[src/rtl/uart_asc_pkg.sv]
// Shared constants and state encodings for the ASCII number link.
// The transmitter and receiver both use these definitions.
package uart_asc_pkg;

    // ASCII bytes used in the frame
    localparam logic [7:0] ASC_0    = 8'd48;
    localparam logic [7:0] ASC_1    = 8'd49;
    localparam logic [7:0] ASC_A_LO = 8'd97;
    localparam logic [7:0] ASC_B_LO = 8'd98;
    localparam logic [7:0] ASC_A_UP = 8'd65;

    // Field order within a frame
    localparam logic [1:0] FLD_X = 2'd0;
    localparam logic [1:0] FLD_Y = 2'd1;
    localparam logic [1:0] FLD_Z = 2'd2;

    typedef enum logic [1:0] {
        ST_IDLE  = 2'd0,
        ST_DIGIT = 2'd1,
        ST_SEP   = 2'd2,
        ST_DONE  = 2'd3
    } state_t;

    // Bit counter width. A one-digit field still needs a one-bit counter.
    function automatic int bit_cnt_width(input int digits);
        return (digits > 1) ? $clog2(digits) : 1;
    endfunction

endpackage

[src/rtl/uart_num_asc_if.sv]
// Byte stream handshake between the number serialiser and the UART transmitter.
interface uart_num_asc_if;
    logic [7:0] tx_data;
    logic       tx_valid;
    logic       tx_ready;

    modport master (output tx_data, output tx_valid, input tx_ready);
    modport slave  (input tx_data, input tx_valid, output tx_ready);
endinterface

[src/rtl/uart_field_sel.sv]
// Combinational byte selector: the current digit of the current field in
// DIGIT, the field separator in SEP, and zero otherwise.
module uart_field_sel
    import uart_asc_pkg::*;
#(
    parameter int         DIGITS = 8,
    parameter int         BW     = 3,
    parameter logic [7:0] SEP_X  = ASC_A_LO,
    parameter logic [7:0] SEP_Y  = ASC_B_LO,
    parameter logic [7:0] SEP_Z  = ASC_A_UP
) (
    input  state_t            state,
    input  logic [1:0]        field,
    input  logic [BW-1:0]     bit_idx,
    input  logic [DIGITS-1:0] x_snap,
    input  logic [DIGITS-1:0] y_snap,
    input  logic [DIGITS-1:0] z_snap,
    output logic [7:0]        byte_out
);

    localparam int PADW = 1 << BW;

    logic [DIGITS-1:0] sel_vec;
    logic [PADW-1:0]   pad_vec;
    logic              cur_bit;

    // Pick the snapshot of the field being sent; field 3 yields zeros
    always_comb begin
        sel_vec = '0;
        case (field)
            FLD_X:   sel_vec = x_snap;
            FLD_Y:   sel_vec = y_snap;
            FLD_Z:   sel_vec = z_snap;
            default: sel_vec = '0;
        endcase
    end

    // Widen to a power of two so every counter value indexes a real bit
    genvar gi;
    generate
        for (gi = 0; gi < PADW; gi++) begin : g_pad
            if (gi < DIGITS) begin : g_bit
                assign pad_vec[gi] = sel_vec[gi];
            end else begin : g_zero
                assign pad_vec[gi] = 1'b0;
            end
        end
    endgenerate

    assign cur_bit = pad_vec[bit_idx];

    // Output byte as a function of state and field
    always_comb begin
        byte_out = 8'd0;
        case (state)
            ST_DIGIT: begin
                if (field != 2'd3) begin
                    byte_out = ASC_0 + {7'd0, cur_bit};
                end
            end
            ST_SEP: begin
                case (field)
                    FLD_X:   byte_out = SEP_X;
                    FLD_Y:   byte_out = SEP_Y;
                    FLD_Z:   byte_out = SEP_Z;
                    default: byte_out = 8'd0;
                endcase
            end
            default: byte_out = 8'd0;
        endcase
    end

endmodule

[src/rtl/uart_num_asc.sv]
// Serialises a snapshot of three axis values as ASCII binary digits, MSB
// first, each field followed by a separator byte, over a valid/ready stream.
// DIGITS must lie in 1..32.
module uart_num_asc
    import uart_asc_pkg::*;
#(
    parameter int         DIGITS = 8,
    parameter logic [7:0] SEP_X  = ASC_A_LO,
    parameter logic [7:0] SEP_Y  = ASC_B_LO,
    parameter logic [7:0] SEP_Z  = ASC_A_UP
) (
    input  logic           clk,
    input  logic           rst,
    input  logic [31:0]    xdatain,
    input  logic [31:0]    ydatain,
    input  logic [31:0]    zdatain,
    input  logic           load,
    input  logic           clr,
    uart_num_asc_if.master tx,
    output logic           busy,
    output logic           done
);

    localparam int            BW      = bit_cnt_width(DIGITS);
    localparam logic [BW-1:0] BIT_TOP = BW'(DIGITS - 1);

    state_t            state_reg, state_next;
    logic [1:0]        field_reg, field_next;
    logic [BW-1:0]     bit_reg,   bit_next;
    logic [DIGITS-1:0] x_reg, x_next;
    logic [DIGITS-1:0] y_reg, y_next;
    logic [DIGITS-1:0] z_reg, z_next;
    logic              sending;
    logic              handshake;
    logic [7:0]        byte_sel;

    // Bits above DIGITS-1 are never transmitted
    generate
        if (DIGITS < 32) begin : g_unused
            logic unused_hi;
            assign unused_hi = ^{xdatain[31:DIGITS], ydatain[31:DIGITS], zdatain[31:DIGITS]};
        end
    endgenerate

    // State, counters and snapshot registers
    always_ff @(posedge clk or posedge rst) begin
        if (rst) begin
            state_reg <= ST_IDLE;
            field_reg <= 2'd0;
            bit_reg   <= '0;
            x_reg     <= '0;
            y_reg     <= '0;
            z_reg     <= '0;
        end else begin
            state_reg <= state_next;
            field_reg <= field_next;
            bit_reg   <= bit_next;
            x_reg     <= x_next;
            y_reg     <= y_next;
            z_reg     <= z_next;
        end
    end

    // Next-state logic; clr overrides load and any handshake in flight
    always_comb begin
        state_next = state_reg;
        field_next = field_reg;
        bit_next   = bit_reg;
        x_next     = x_reg;
        y_next     = y_reg;
        z_next     = z_reg;
        if (clr) begin
            state_next = ST_IDLE;
            field_next = 2'd0;
            bit_next   = '0;
        end else begin
            case (state_reg)
                ST_IDLE: begin
                    if (load) begin
                        x_next     = xdatain[DIGITS-1:0];
                        y_next     = ydatain[DIGITS-1:0];
                        z_next     = zdatain[DIGITS-1:0];
                        field_next = FLD_X;
                        bit_next   = BIT_TOP;
                        state_next = ST_DIGIT;
                    end
                end
                ST_DIGIT: begin
                    if (field_reg == 2'd3) begin
                        state_next = ST_IDLE;
                        field_next = 2'd0;
                    end else if (handshake) begin
                        if (bit_reg == '0) begin
                            state_next = ST_SEP;
                        end else begin
                            bit_next = bit_reg - 1'b1;
                        end
                    end
                end
                ST_SEP: begin
                    if (field_reg == 2'd3) begin
                        state_next = ST_IDLE;
                        field_next = 2'd0;
                    end else if (handshake) begin
                        if (field_reg == FLD_Z) begin
                            state_next = ST_DONE;
                        end else begin
                            field_next = field_reg + 2'd1;
                            bit_next   = BIT_TOP;
                            state_next = ST_DIGIT;
                        end
                    end
                end
                default: begin
                    state_next = ST_IDLE;
                    field_next = 2'd0;
                    bit_next   = '0;
                end
            endcase
        end
    end

    // Moore outputs decoded from the registered state
    always_comb begin
        sending = (state_reg == ST_DIGIT) || (state_reg == ST_SEP);
        busy    = sending;
        done    = (state_reg == ST_DONE);
    end

    assign handshake   = sending & tx.tx_ready;
    assign tx.tx_valid = sending;
    assign tx.tx_data  = byte_sel;

    uart_field_sel #(
        .DIGITS (DIGITS),
        .BW     (BW),
        .SEP_X  (SEP_X),
        .SEP_Y  (SEP_Y),
        .SEP_Z  (SEP_Z)
    ) u_field_sel (
        .state    (state_reg),
        .field    (field_reg),
        .bit_idx  (bit_reg),
        .x_snap   (x_reg),
        .y_snap   (y_reg),
        .z_snap   (z_reg),
        .byte_out (byte_sel)
    );

endmodule
[src/flat_wrapper.sv]
// flat-port wrapper written by rule: the top's interface ports become plain ports
module uart_num_asc_flat import uart_asc_pkg::*;
#(
    parameter int         DIGITS = 8,
    parameter logic [7:0] SEP_X  = ASC_A_LO,
    parameter logic [7:0] SEP_Y  = ASC_B_LO,
    parameter logic [7:0] SEP_Z  = ASC_A_UP
)
  (clk, rst, xdatain, ydatain, zdatain, load, clr, busy, done, tx_tx_data, tx_tx_valid, tx_tx_ready);
  uart_num_asc_if tx_i ();
  input  logic clk;
  input  logic rst;
  input  logic [31:0] xdatain;
  input  logic [31:0] ydatain;
  input  logic [31:0] zdatain;
  input  logic load;
  input  logic clr;
  output logic busy;
  output logic done;
  output wire logic [$bits(tx_i.tx_data)-1:0] tx_tx_data;
  output wire logic [$bits(tx_i.tx_valid)-1:0] tx_tx_valid;
  input wire logic [$bits(tx_i.tx_ready)-1:0] tx_tx_ready;
  assign tx_tx_data = tx_i.tx_data;
  assign tx_tx_valid = tx_i.tx_valid;
  assign tx_i.tx_ready = tx_tx_ready;
  uart_num_asc #(.DIGITS(DIGITS), .SEP_X(SEP_X), .SEP_Y(SEP_Y), .SEP_Z(SEP_Z)) u_core (.clk(clk), .rst(rst), .xdatain(xdatain), .ydatain(ydatain), .zdatain(zdatain), .load(load), .clr(clr), .tx(tx_i), .busy(busy), .done(done));
endmodule
[config.mk]
export PLATFORM = sky130hd
export DESIGN_NAME = uart_num_asc_flat
export DESIGN_NICKNAME = d
export VERILOG_FILES = /design/src/rtl/uart_asc_pkg.sv /design/src/rtl/uart_num_asc_if.sv /design/src/rtl/uart_field_sel.sv /design/src/rtl/uart_num_asc.sv /design/src/flat_wrapper.sv
export SDC_FILE = /design/constraint.sdc
export NUM_CORES = 1
export LEC_CHECK = 0
export BUFFER_PORTS_ARGS = -buffer_cell sky130_fd_sc_hd__buf_2
export CAP_MARGIN = 25
export CORE_UTILIZATION = 30
export CTS_CLUSTER_SIZE = 30
export DETAILED_ROUTE_END_ITERATION = 8
export PLACE_DENSITY = 0.71
export SLEW_MARGIN = 25
export SYNTH_ARGS = -nofsm -noshare
export SYNTH_HDL_FRONTEND = slang
export SYNTH_SLANG_ARGS = --single-unit
export TNS_END_PERCENT = 50
[constraint.sdc]
create_clock -name clk -period 4.1 [get_ports clk]
set_input_delay 0.205 -clock clk [delete_from_list [all_inputs] [get_ports clk]]
set_output_delay 0.205 -clock clk [all_outputs]
set_load 0.01 [all_outputs]
==> impl_results.md <==
* Crit path DAT at 2140 ps
* Synth warn at 0
* Setup TNS at 0 ps
* Worst vdd ir at roughly 0.37 mV
* DRC viols at 0
* Cell Pwr Density at between 600 and 700 mW/mm^2
* WHS at -4.32 ps
* Worst r2r src: u_core.field_reg[0]
* Worst EP required at slightly below 4000 ps
* Startpoint Class: flop
* DR pass1 iterations at 4
* Synthesized area per cell at between 10 and 15 sq um
* Met3 WL at approximately 190 um
* # IOs at 112
* Hold_buf cts at 0
* Syn Inst Count at 160
* Slew Viols, Final at 0
* Stages on worst setup path at 7
* Total track usage at a little over an eighth
* Antenna viol nets, final at 0
* Routed wl met2 at 1740 um
* First-pass GRT wire length at 6300 um
* Net switching power at approximately 530 uW
* Via count at roughly 1.3k
* Worst setup path end: tx_tx_data[0]
* DP Area at 0.00199 sq mm
* Post-CTS setup buffer count at 0
* CTS root buf: clkbuf_8
* Cell depth of the worst flop-to-flop path at 6
* Vias in the first global route at roughly 1.3k
* CTS Buf Count at 5
* WL per Instance at between 10 and 15 um
* CTS Sinks at 31
* Sequential Power Share at about two fifths
* Final period util at 57.2%
* Critical path's largest stage delay at roughly 430 ps
* Iter 0 DRT Violations at 86
* Die Span X at slightly below 80 um
* I/O Buffers at 36
* Top routing layer used: met4
* Failing checks: hold timing
* Slack of the worst reg-to-reg path at 2100 ps
* Synth cell types at 36
* Setup ws final at roughly 1800 ps
* Crit path time final at roughly 2300 ps
* Overall power after layout at 1.41 mW
* Std cell rows at 27
* Hold Path Class: in -> async
* DP HPWL at around 2800 um
* Area grow syn2layout at 17.6%
* Most used cell, CP: a32oi_1
* Switching Fraction at roughly 37%
* Initial Util at between 30% and 40%
* Worst Path Max Fanout at 11
* Clk_lat worst skew at between 200 and 300 ps
* Most common cell after layout, fill and taps aside: buf_2
* Share of cells above drive strength 1 at 34.7%
* Pre-CTS setup slack at approximately 2000 ps
* Via/cell ratio at slightly below 5
* Leakage at roughly 0.96 nW
* Count of final setup violators at 0
* Synthesized area at 0.00176 sq mm
* RSZ-0062 raised after global routing: false
* Comb pwr share at 45.6%
* Status: finished, violations left
* Antenna Diode Count at 0
* CTS max path bufs at 2
* Post-CTS sizing at 0
* Area of the core at 0.00557 sq mm
* Routability congestion estimate at around 0.8
* Initial antenna violation count at 0
* Max-cap violation count at 0
* NumNets Final at ~300
* Full die area at between 0.006 and 0.007 sq mm
* Commonest cells after routing, fill and taps aside: buf_2 (36), dfrtp_1 (31), mux2_2 (22)
* Crit path from: u_core.field_reg[0]
* H-tree levels at 2
* Post-synthesis sequential area ratio at between 40% and 50%
* Grt total ovfl at 0
* Routed met1 length at between 1500 and 2000 um
* Total internal power at ~880 uW
* Total Routed Length at ~3800 um
* Die H at 78.7 um
* Critical-path cell list: inv_1 > ha_1 > a22oi_1 > a32oi_1 > nand3_1 > a32oi_1 > buf_2
* Crit path buf inv count at 2
* Slowest cell on the critical path: ha_1
* Final non-filler cell area at about 0.0021 sq mm
* Count of final hold-check violations at 8
* Layout Skew at just under 6 ps
* Worst R2R End: u_core.bit_reg[1]
* Crit. End Element: output pin
* Clock-pin slew on the worst setup and hold paths at approximately 70 ps
* Largest net degree at the start of global routing at 32
* Cell family with most CP delay: compound AO/OA/AOI/OAI gates
* Clk pwr share at between 10% and 20%
* TritonCTS clock tree: done
* Synth Register Bits at 31
* CP Class: reg -> out
* Fmax at 426 MHz
==> worst reg2reg max path: cells and delay by family, from the launching register on <==
family | cells | cell delay, ps
AO/OA/AOI/OAI | 2 | 410
AND/OR/NAND/NOR | 2 | 700
flip-flops | 1 | 370
adder cells (fa/ha/maj) | 1 | 360
buffers and inverters | 1 | 90
==> worst min path at each step <==
| stage | endpoint | slack (ps) | cells after the start |
|---|---|---|---|
| 2_1_floorplan | u_core.bit_reg[0] | 310 | 1 |
| 3_3_place_gp | u_core.z_reg[6] | 330 | 3 |
| 3_5_place_dp | u_core.z_reg[6] | 310 | 3 |
| 4_1_cts | u_core.z_reg[6] | 7 | 3 |
| 5_1_grt | u_core.z_reg[6] | 30 | 3 |
| 6_report | u_core.z_reg[6] | -4 | 3 |
==> cell type report <==
cell class	instances	area, sq um
inverters	9	33.8
multi-input cells	110	897
repair buffers	38	195
well taps	72	90.1
clock buffers	7	76.3
flip-flops and latches	31	776
clock inverters	1	5.00
fillers	579	3500
==> kinds of logic (layout without fill, tap and decap cells) <==
logic type	Yosys count	count (layout)	share of synthesized area, %
AND/OR/NAND/NOR	33	33	10.6
adder cells (fa/ha/maj)	10	10	7.10
flip-flops	31	31	44.0
buffers and inverters	21	55	5.54
multiplexers	28	28	17.7
other	1	3	0.213
AO/OA/AOI/OAI	36	36	14.8
==> power groups by stage <==
| stage | clock (mW) | combinational (mW) | sequential, mW |
|---|---|---|---|
| finish | 0.228 | 0.642 | 0.537 |
| floorplan | 0 | 0.513 | 0.512 |
| detailed placement | 0 | 0.646 | 0.542 |
| global placement | 0 | 0.631 | 0.534 |
| global route | 0.249 | 0.713 | 0.555 |
| CTS | 0.236 | 0.649 | 0.537 |
==> synth_stat cells, drive strengths merged <==
library cell / n / area [sq um]
a211oi: 3 / 22.5
a32oi: 4 / 35.0
o211ai: 1 / 7.51
a22o: 1 / 8.76
mux2i: 3 / 30.0
mux2: 25 / 282
conb: 1 / 3.75
or4: 3 / 22.5
nand3: 6 / 30.0
o21a: 1 / 7.51
and3: 1 / 6.26
nor3b: 1 / 7.51
nand2: 7 / 26.3
a21o: 1 / 7.51
nand3b: 4 / 30.0
a21oi: 8 / 40.0
inv: 9 / 33.8
nand2b: 3 / 18.8
buf: 7 / 45.0
and2b: 2 / 16.3
dfrtp: 31 / 776
nor2: 3 / 11.3
a222oi: 2 / 20.0
o31ai: 1 / 7.51
and2: 2 / 12.5
a22oi: 6 / 45.0
a221oi: 1 / 8.76
ha: 10 / 125
a31oi: 1 / 21.3
clkbuf: 5 / 18.8
o21ai: 6 / 30.0
nor2b: 1 / 6.26
==> through the flow <==
step	cells	utilization, %
after floorplan	162	-
after CTS	268	37.2
after global placement	260	35.7
final	268	37.2
after global routing	268	37.2
after detailed placement	260	35.7
==> metal layers <==
metal	GRT usage, %	up-vias
met2	21.0	40
met3	3.84	7
met1	16.3	636
met5	0	-
met4	7.41	0
li1	-	650
No activity file was read; power rests on OpenSTA's default activity.
